`src/rtl/bsg_manycore_remote_req_initiator.sv`:
```
// Remote load/store initiator: issues request packets under a credit limit, tracks pending
// load destinations and buffers returned load data in a 2-entry FIFO for writeback.
module bsg_manycore_remote_req_initiator #(
    parameter int addr_width_p      = 28,
    parameter int data_width_p      = 32,
    parameter int x_cord_width_p    = 7,
    parameter int y_cord_width_p    = 7,
    parameter int reg_id_width_p    = 5,
    parameter int max_out_credits_p = 32
) (
    input  logic                                     clk_i,
    input  logic                                     reset_n_i,

    input  logic                                     req_v_i,
    input  logic                                     req_we_i,
    input  logic [addr_width_p-1:0]                  req_addr_i,
    input  logic [data_width_p-1:0]                  req_data_i,
    input  logic [(data_width_p>>3)-1:0]             req_mask_i,
    input  logic [x_cord_width_p-1:0]                req_x_i,
    input  logic [y_cord_width_p-1:0]                req_y_i,
    input  logic [reg_id_width_p-1:0]                req_reg_id_i,
    output logic                                     req_ready_o,

    output logic                                     pkt_v_o,
    output logic                                     pkt_we_o,
    output logic [addr_width_p-1:0]                  pkt_addr_o,
    output logic [data_width_p-1:0]                  pkt_data_o,
    output logic [(data_width_p>>3)-1:0]             pkt_mask_o,
    output logic [x_cord_width_p-1:0]                pkt_x_o,
    output logic [y_cord_width_p-1:0]                pkt_y_o,
    output logic [reg_id_width_p-1:0]                pkt_reg_id_o,
    input  logic                                     pkt_ready_i,

    input  logic                                     rsp_v_i,
    input  logic                                     rsp_is_load_i,
    input  logic [data_width_p-1:0]                  rsp_data_i,
    input  logic [reg_id_width_p-1:0]                rsp_reg_id_i,
    output logic                                     rsp_yumi_o,

    output logic                                     load_resp_v_o,
    output logic [data_width_p-1:0]                  load_resp_data_o,
    output logic [reg_id_width_p-1:0]                load_resp_rd_o,
    input  logic                                     load_resp_yumi_i,

    output logic [$clog2(max_out_credits_p+1)-1:0]   credits_used_o,
    output logic                                     idle_o,
    output logic                                     error_o
);

    localparam int MASK_W   = data_width_p >> 3;
    localparam int CREDIT_W = $clog2(max_out_credits_p + 1);
    localparam int NUM_REGS = 1 << reg_id_width_p;

    logic                      pkt_v_q, pkt_v_d;
    logic                      pkt_we_q, pkt_we_d;
    logic [addr_width_p-1:0]   pkt_addr_q, pkt_addr_d;
    logic [data_width_p-1:0]   pkt_data_q, pkt_data_d;
    logic [MASK_W-1:0]         pkt_mask_q, pkt_mask_d;
    logic [x_cord_width_p-1:0] pkt_x_q, pkt_x_d;
    logic [y_cord_width_p-1:0] pkt_y_q, pkt_y_d;
    logic [reg_id_width_p-1:0] pkt_reg_id_q, pkt_reg_id_d;

    logic [CREDIT_W-1:0]       credits_q, credits_d;
    logic [NUM_REGS-1:0]       pending_q, pending_d;
    logic                      error_q, error_d;

    logic [data_width_p-1:0]   fifo_data_q [2];
    logic [data_width_p-1:0]   fifo_data_d [2];
    logic [reg_id_width_p-1:0] fifo_rd_q [2];
    logic [reg_id_width_p-1:0] fifo_rd_d [2];
    logic                      wptr_q, wptr_d;
    logic                      rptr_q, rptr_d;
    logic [1:0]                count_q, count_d;

    logic fifo_empty, fifo_full;
    logic accept, load_enq, load_deq, rsp_take;

    always_comb begin
        fifo_empty = (count_q == 2'd0);
        fifo_full  = (count_q == 2'd2);

        // Outputs with combinational paths are forced low while reset is held.
        req_ready_o = reset_n_i
                    & (credits_q < CREDIT_W'(max_out_credits_p))
                    & (~pkt_v_q | pkt_ready_i)
                    & (req_we_i | ~pending_q[req_reg_id_i]);
        accept      = req_v_i & req_ready_o;

        load_deq    = load_resp_yumi_i & ~fifo_empty;
        rsp_yumi_o  = reset_n_i & rsp_v_i & (~rsp_is_load_i | ~fifo_full | load_deq);
        rsp_take    = rsp_yumi_o;
        load_enq    = rsp_take & rsp_is_load_i;

        pkt_v_d      = pkt_v_q;
        pkt_we_d     = pkt_we_q;
        pkt_addr_d   = pkt_addr_q;
        pkt_data_d   = pkt_data_q;
        pkt_mask_d   = pkt_mask_q;
        pkt_x_d      = pkt_x_q;
        pkt_y_d      = pkt_y_q;
        pkt_reg_id_d = pkt_reg_id_q;
        credits_d    = credits_q;
        pending_d    = pending_q;
        error_d      = error_q;
        fifo_data_d  = fifo_data_q;
        fifo_rd_d    = fifo_rd_q;
        wptr_d       = wptr_q;
        rptr_d       = rptr_q;
        count_d      = count_q;

        if (accept) begin
            pkt_v_d      = 1'b1;
            pkt_we_d     = req_we_i;
            pkt_addr_d   = req_addr_i;
            pkt_data_d   = req_data_i;
            pkt_mask_d   = req_mask_i;
            pkt_x_d      = req_x_i;
            pkt_y_d      = req_y_i;
            pkt_reg_id_d = req_reg_id_i;
        end else if (pkt_ready_i) begin
            pkt_v_d = 1'b0;
        end

        // A response at zero credits is an error and must not wrap the counter.
        if (rsp_take && credits_q == '0) begin
            error_d = 1'b1;
        end
        if (accept && !(rsp_take && credits_q != '0)) begin
            credits_d = credits_q + CREDIT_W'(1);
        end else if (!accept && rsp_take && credits_q != '0) begin
            credits_d = credits_q - CREDIT_W'(1);
        end

        if (load_enq && !pending_q[rsp_reg_id_i]) begin
            error_d = 1'b1;
        end

        // Pending clears on dequeue, so a same-register load waits for writeback.
        if (load_deq) begin
            pending_d[fifo_rd_q[rptr_q]] = 1'b0;
            rptr_d = ~rptr_q;
        end
        if (accept && !req_we_i) begin
            pending_d[req_reg_id_i] = 1'b1;
        end

        if (load_enq) begin
            fifo_data_d[wptr_q] = rsp_data_i;
            fifo_rd_d[wptr_q]   = rsp_reg_id_i;
            wptr_d = ~wptr_q;
        end
        count_d = count_q + 2'(load_enq) - 2'(load_deq);
    end

    always_ff @(posedge clk_i or negedge reset_n_i) begin
        if (!reset_n_i) begin
            pkt_v_q      <= 1'b0;
            pkt_we_q     <= 1'b0;
            pkt_addr_q   <= '0;
            pkt_data_q   <= '0;
            pkt_mask_q   <= '0;
            pkt_x_q      <= '0;
            pkt_y_q      <= '0;
            pkt_reg_id_q <= '0;
            credits_q    <= '0;
            pending_q    <= '0;
            error_q      <= 1'b0;
            wptr_q       <= 1'b0;
            rptr_q       <= 1'b0;
            count_q      <= '0;
            for (int unsigned i = 0; i < 2; i++) begin
                fifo_data_q[i] <= '0;
                fifo_rd_q[i]   <= '0;
            end
        end else begin
            pkt_v_q      <= pkt_v_d;
            pkt_we_q     <= pkt_we_d;
            pkt_addr_q   <= pkt_addr_d;
            pkt_data_q   <= pkt_data_d;
            pkt_mask_q   <= pkt_mask_d;
            pkt_x_q      <= pkt_x_d;
            pkt_y_q      <= pkt_y_d;
            pkt_reg_id_q <= pkt_reg_id_d;
            credits_q    <= credits_d;
            pending_q    <= pending_d;
            error_q      <= error_d;
            wptr_q       <= wptr_d;
            rptr_q       <= rptr_d;
            count_q      <= count_d;
            for (int unsigned i = 0; i < 2; i++) begin
                fifo_data_q[i] <= fifo_data_d[i];
                fifo_rd_q[i]   <= fifo_rd_d[i];
            end
        end
    end

    always_comb begin
        pkt_v_o          = pkt_v_q;
        pkt_we_o         = pkt_we_q;
        pkt_addr_o       = pkt_addr_q;
        pkt_data_o       = pkt_data_q;
        pkt_mask_o       = pkt_mask_q;
        pkt_x_o          = pkt_x_q;
        pkt_y_o          = pkt_y_q;
        pkt_reg_id_o     = pkt_reg_id_q;
        load_resp_v_o    = ~fifo_empty;
        load_resp_data_o = fifo_data_q[rptr_q];
        load_resp_rd_o   = fifo_rd_q[rptr_q];
        credits_used_o   = credits_q;
        error_o          = error_q;
        idle_o           = reset_n_i & (credits_q == '0) & ~pkt_v_q & fifo_empty;
    end

endmodule
```
`config.mk`:
```
export PLATFORM = sky130hd
export DESIGN_NAME = bsg_manycore_remote_req_initiator
export DESIGN_NICKNAME = d
export VERILOG_FILES = /design/src/rtl/bsg_manycore_remote_req_initiator.sv
export SDC_FILE = /design/constraint.sdc
export NUM_CORES = 1
export LEC_CHECK = 0
export BUFFER_PORTS_ARGS = -buffer_cell sky130_fd_sc_hd__buf_2
export CORE_MARGIN = 1.5
export CORE_UTILIZATION = 47
export CTS_CLUSTER_DIAMETER = 150
export CTS_CLUSTER_SIZE = 20
export DETAILED_ROUTE_END_ITERATION = 10
export GPL_ROUTABILITY_DRIVEN = 1
export PLACE_DENSITY = 0.76
export SYNTH_ARGS = -nofsm -noshare
export SYNTH_HDL_FRONTEND = slang
export SYNTH_SLANG_ARGS = --single-unit
```
`constraint.sdc`:
```
create_clock -name clk_i -period 3.1 [get_ports clk_i]
set_clock_uncertainty 0.15 [all_clocks]
set_input_delay 0.465 -clock clk_i [delete_from_list [all_inputs] [get_ports clk_i]]
set_output_delay 0.465 -clock clk_i [all_outputs]
set_load 0.01 [all_outputs]
```
# [Yosys cells after proc, flatten, opt, wreduce, memory -nomap -nowiden]
# Cells that the tools add are included.
[totals] register_bits=202 inputBits=128 output_inout_bits=133 wordCells=107
[classes] n_addsub=4 order_cmp=9 eq_ne=1 mux=28 bitwise_logic=27 reduce_logical=20
[op_table] op="two-way mux 32 bit" n=6
[op_table] op="bitwise mux 64 bit" n=1
[op_table] op="bitwise AND 32 bit" n=1
[op_table] op="demux 32 bit (select 1 bit)" n=1
[op_table] op="inverter 32 bit" n=1
[op_table] op="OR 32 bit" n=1
[op_table] op="two-way mux 5 bit" n=4
[op_table] op="< comparator 5 x 6 -> 1 bit (second input constant)" n=3
[op_table] op="two-way mux 6 bit" n=2
[op_table] op="bitwise AND 1 bit" n=11
[op_table] op="binary-select mux 1 bit (select 5 bit)" n=2
[op_table] op="bitwise mux 10 bit" n=1
[op_table] op="demux 1 bit (select 5 bit)" n=2
[op_table] op="greater-or-equal comparator 5 x 1 -> 1 bit (second input constant)" n=2
[op_table] op="logical AND 1 bit" n=10
[op_table] op="two-way mux 1 bit" n=8
[op_table] op="inverter 1 bit" n=7
[op_table] op="adder 6 x 1 -> 6 bit (second input constant)" n=1
[op_table] op="zero test 6 bit" n=1
[op_table] op="< comparator 6 bit (second input constant)" n=1
[op_table] op="nonzero test 2 bit" n=3
[op_table] op="nonzero test 6 bit" n=1
[op_table] op="subtractor 6 x 1 -> 6 bit (second input constant)" n=1
[op_table] op="demux 5 bit (select 1 bit)" n=1
[op_table] op="other kinds (9)" n=17

# [Longest topological paths before layout]
[depth] depth_word=13 ltp_mapped=19 mapped_depth_nobuf=15

# [Worst setup path after synthesis]
# No wires, ideal clock.
[synth_path] kind="input -> register" startpoint="input req_reg_id_i[1]" endpoint="register credits_q[5] (netlist: credits_used_o[5])" setup_time_ps=129 arrival_time_ps=3338 required_ps=2821 path_slack_ps=-517 stages=18 path_buffers=4 cell_sequence="buf_4 buf_2 mux2i_1 o22ai_1 nor3_1 a31oi_1 o21ai_2 buf_6 buf_6 nand2_1 ha_1 a211oi_1 o21bai_1 a21oi_1 nor3_1 a31oi_1 nand3_1 xor2_1"
[synth_between] elab_chain_len=10 elab_cells_between_ends=12 classes_between="mux: 3; bitwise: 4; reduce/logical: 5"
[synth_rtl] item="start: declaration" line_no="21" text="input logic [reg_id_width_p-1:0] req_reg_id_i,"
[synth_rtl] item="binary-select mux 1 bit (select 5 bit) (*)" line_no="86" text="& (req_we_i | ~pending_q[req_reg_id_i]);"
[synth_rtl] item="two-way mux 1 bit (implied by the code) (*)" line_no="86"
[synth_rtl] item="inverter 1 bit (*)" line_no="86"
[synth_rtl] item="OR 1 bit (*)" line_no="86"
[synth_rtl] item="bitwise AND 1 bit (*)" line_no="86"
[synth_rtl] item="bitwise AND 1 bit (*)" line_no="87" text="accept = req_v_i & req_ready_o;"
[synth_rtl] item="zero test 1 bit" line_no="130" text="end else if (!accept && rsp_take && credits_q != '0) begin"
[synth_rtl] item="logical AND 1 bit (2 in series)" line_no="130"
[synth_rtl] item="nonzero test 2 bit (no line)"
[synth_rtl] item="end signal: assignment" line_no="184" text="credits_q <= credits_d;"
[synth_rtl] item="end: declaration" line_no="63" text="logic [CREDIT_W-1:0] credits_q, credits_d;"
# Mark *: on every way between the ends. The rest lies on a longest branch, timed or not. The select of a mux whose other input is x is not followed.
# A chain may end at the register's enable or synchronous reset.

# [Worst setup path in the final report]
[layout_path] startpoint="input req_reg_id_i[2]" endpoint="output req_ready_o"
[layout_between] elab_chain_len=5
[layout_rtl] item="binary-select mux 1 bit (select 5 bit)" line_no="86"
[layout_rtl] item="two-way mux 1 bit (implied by the code)" line_no="86"
[layout_rtl] item="inverter 1 bit" line_no="86"
[layout_rtl] item="OR 1 bit" line_no="86"
[layout_rtl] item="bitwise AND 1 bit" line_no="86"
[layout_rtl] item="end: declaration" line_no="22" text="output logic req_ready_o,"
# Every way passes these cells. The select of a mux whose other input is x is not followed.

==> flow_summary.ini <==
[run_status]
status = complete, no violations

[detailed_routing]
highest_layer = met5
drc = 0
drt_pass1_iterations = 5
dr_wl_met2_um = 10600
drt-total-wl_um = 21900
initialDrtViolationCount = 309
final_antenna_net_count = 0
route.met3.wl_um = 1920
routed_via_density = 5.48
wl_met1_um = 8910
vias = 6512
wl_per_cell_um = 18.4

[cells_and_area]
fin_area_mm2 = 0.0113
fillers = 1510
drive_above_1_share = 0.475
finalNetCount = 1087
post_layout_nonfiller_instances = 1189
synthToLayoutAreaGrowth_pct = 25.4

[floorplanning]
ios = 261
fp.dieArea_mm2 = 0.0201
rows = 50
die_w_um = 142
die_y_um = 142
core_region_area_mm2 = 0.0188
initial_core_util = 0.481

[power]
ir_worst_vdd_mv = 0.558
clock_power_share = 0.166
p_seq_frac = 0.423
pwr_density_cell_mw_per_mm2 = 946
sw_frac_of_total = 0.351
power_switching_mw = 3.76
internal_power_mw = 6.95
comb_power_share = 0.412
leakagePower_nw = 5.30

[sta]
setup_violations = 0
setup_slack_ns = 0.120
finalHoldViolations = 0
tightest_slew_ns = 0.856
max_freq_mhz = 336
slew_viol_final = 0
period_minus_slack_ns = 2.98
slew_headroom = 0.429
fin_setup_tns_ns = 0
rsz0062_at_grt = false
holdWs_ns = 0.0430
period_share = 0.961

[worst_setup_path]
crit_fanout = 11
crit_slowest_cell = or3_1
path_cells = buf_2 > or3_1 > or2_2 > a31oi_2 > buf_4 > o21ai_0 > and4b_1 > buf_2
path_buf_inv = 3
crit_family = simple AND/OR/NAND/NOR gates
cp_common_cell = buf_2
slowest_delay_ns = 0.42
crit_arrival_ns = 2.37
required_ns = 2.48
cp-start-kind = primary input
critPathKind = in -> out
endpoint_kind = primary output

[global_route]
grt_max_degree = 140
grt_pass1_wl_um = 34600
gr-usage-all-layers = 0.218
grt_overflow = 0
antenna_found_initial = 3
grt_pass1_vias = 6669

[clock_network]
cts_sinks = 202
clock_latency_ns = 0.48
ctsRootBufferMaster = clkbuf_16
cts_buffers = 14
cts_tree = built
htreeDepth = 1
clock_path_buffers = 3
cts.clk_slew.worst_paths_ns = 0.09
hold_buffers = 0

[logic_synthesis]
post-synth-top-count-cell = dfrtp_1
synth-async-reset-ratio = 1.00
synth_fp_nets = 803
synth.area.top_cells = dfrtp_1 (56%), mux2_2 (14%), mux2_1 (10%)
synth_edf_count = 0
synth_warnings = 0
ys_seq_area_frac = 0.559
syn-mean-instance-area_um2 = 13.5
synth_top_area_cell = dfrtp_1
synth_top_flop_cell = dfrtp_1
synthTopCellsByCount = dfrtp_1 (202), mux2_2 (110), mux2_1 (83)
ys_ff_latch = 202
synth_top_area_frac = 0.559
synth_area_mm2 = 0.00903
ys_types = 45
syn-instance-count = 668

[placement]
dpl_cell_area_mm2 = 0.0109
numPortBuffers = 260
hpwl_um = 15700
dp_worst_setup_slack_ns = -0.360
routabilityCongestion = 0.936
dpl.cell_count = 1170

[job]
drv_cap = 0

[min_path]
hold_class = in -> reg
-- cells in the final DEF, fill, tap and decap left out, types with 6 or more instances in the layout --
cell type,n
a21oi_1,10
buf_2,258
buf_4,31
clkbuf_16,15
dfrtp_1,201
inv_1,13
mux2_1,83
mux2_2,110
mux2i_1,19
mux4_2,10
nand2_1,19
nand3_1,8
nor2_1,13
nor3_1,9
o21ai_0,66
o21ai_1,8
o22ai_1,9
xnor2_1,6
-- worst paths after layout --
check                      depth (start not counted)                 to  slack (ns)       startpoint
max in group asynchronous                          3    fifo_data_q[61]        1.44        reset_n_i
hold / removal                                     2     pkt_addr_o[24]        0.04   req_addr_i[24]
min in group asynchronous                          2    pkt_reg_id_o[2]        0.06        reset_n_i
hold reg to reg                                    1         pkt_x_o[5]        0.33       pkt_x_o[5]
setup / recovery                                   8        req_ready_o        0.12  req_reg_id_i[2]
setup reg to reg                                  13  credits_used_o[5]        0.21     pending_q[7]
-- metrics by stage --
stage          utilization  power [mW]
3_5_place_dp         0.582        8.99
4_1_cts              0.603        10.8
3_3_place_gp         0.582        8.83
2_1_floorplan            -        7.16
6_report             0.604        10.7
5_1_grt              0.604        11.4
-- final cells by class --
| type | instances | area, um^2 | area share |
|---|---|---|---|
| sequential | 202 | 5060 | 0.446 |
| multi-input combinational | 425 | 3880 | 0.343 |
| timing repair buffer | 296 | 1650 | 0.145 |
| clock buffer | 16 | 379 | 0.0335 |
| tap | 234 | 293 | 0.0258 |
| inverter | 13 | 48.8 | 0.00431 |
| clock inverter | 1 | 20.0 | 0.00177 |
| antenna | 2 | 5.00 | 0.000442 |
-- flip-flops by register name (all words and copies together) (netlist names) --
register / cells
rptr_q: 1
pkt_x_o: 7
pkt_y_o: 7
pkt_v_o: 1
pkt_we_o: 1
count_q: 2
fifo_rd_q: 10
pending_q: 32
pkt_data_o: 32
fifo_data_q: 64
credits_used_o: 6
wptr_q: 1
pkt_mask_o: 4
pkt_addr_o: 28
error_o: 1
pkt_reg_id_o: 5
-- power groups by stage --
| stage | sequential [mW] | combinational (mW) | clock (mW) |
|---|---|---|---|
| after detailed placement | 4.57 | 4.42 | 0 |
| after CTS | 4.53 | 4.44 | 1.84 |
| final | 4.53 | 4.41 | 1.78 |
| after floorplan | 4.67 | 2.49 | 0 |
| after global routing | 4.68 | 4.81 | 1.93 |
| after global placement | 4.51 | 4.32 | 0 |
-- repair_timing --
item | in CTS | in global routing
endpoints found under the setup margin | 0 | 3
setup buffers | 0 | 0
endpoints found under the hold margin | 0 | 0
gates resized for setup | 0 | 2
-- metal layers --
metal  GRT usage  up-vias
met1       0.277     3256
met5           0        -
li1            -     2987
met3      0.0685       27
met4      0.0608        2
met2       0.359      240
-- kinds of logic after synthesis --
family,after synthesis,share of synthesized area
AO/OA/AOI/OAI,108,0.0654
XOR/XNOR,10,0.00969
adder cells (fa/ha/maj),7,0.0105
buffers and inverters,41,0.0226
flip-flops,202,0.559
multiplexers,222,0.287
AND/OR/NAND/NOR,78,0.0458
Power figures use the tool's default switching activity.
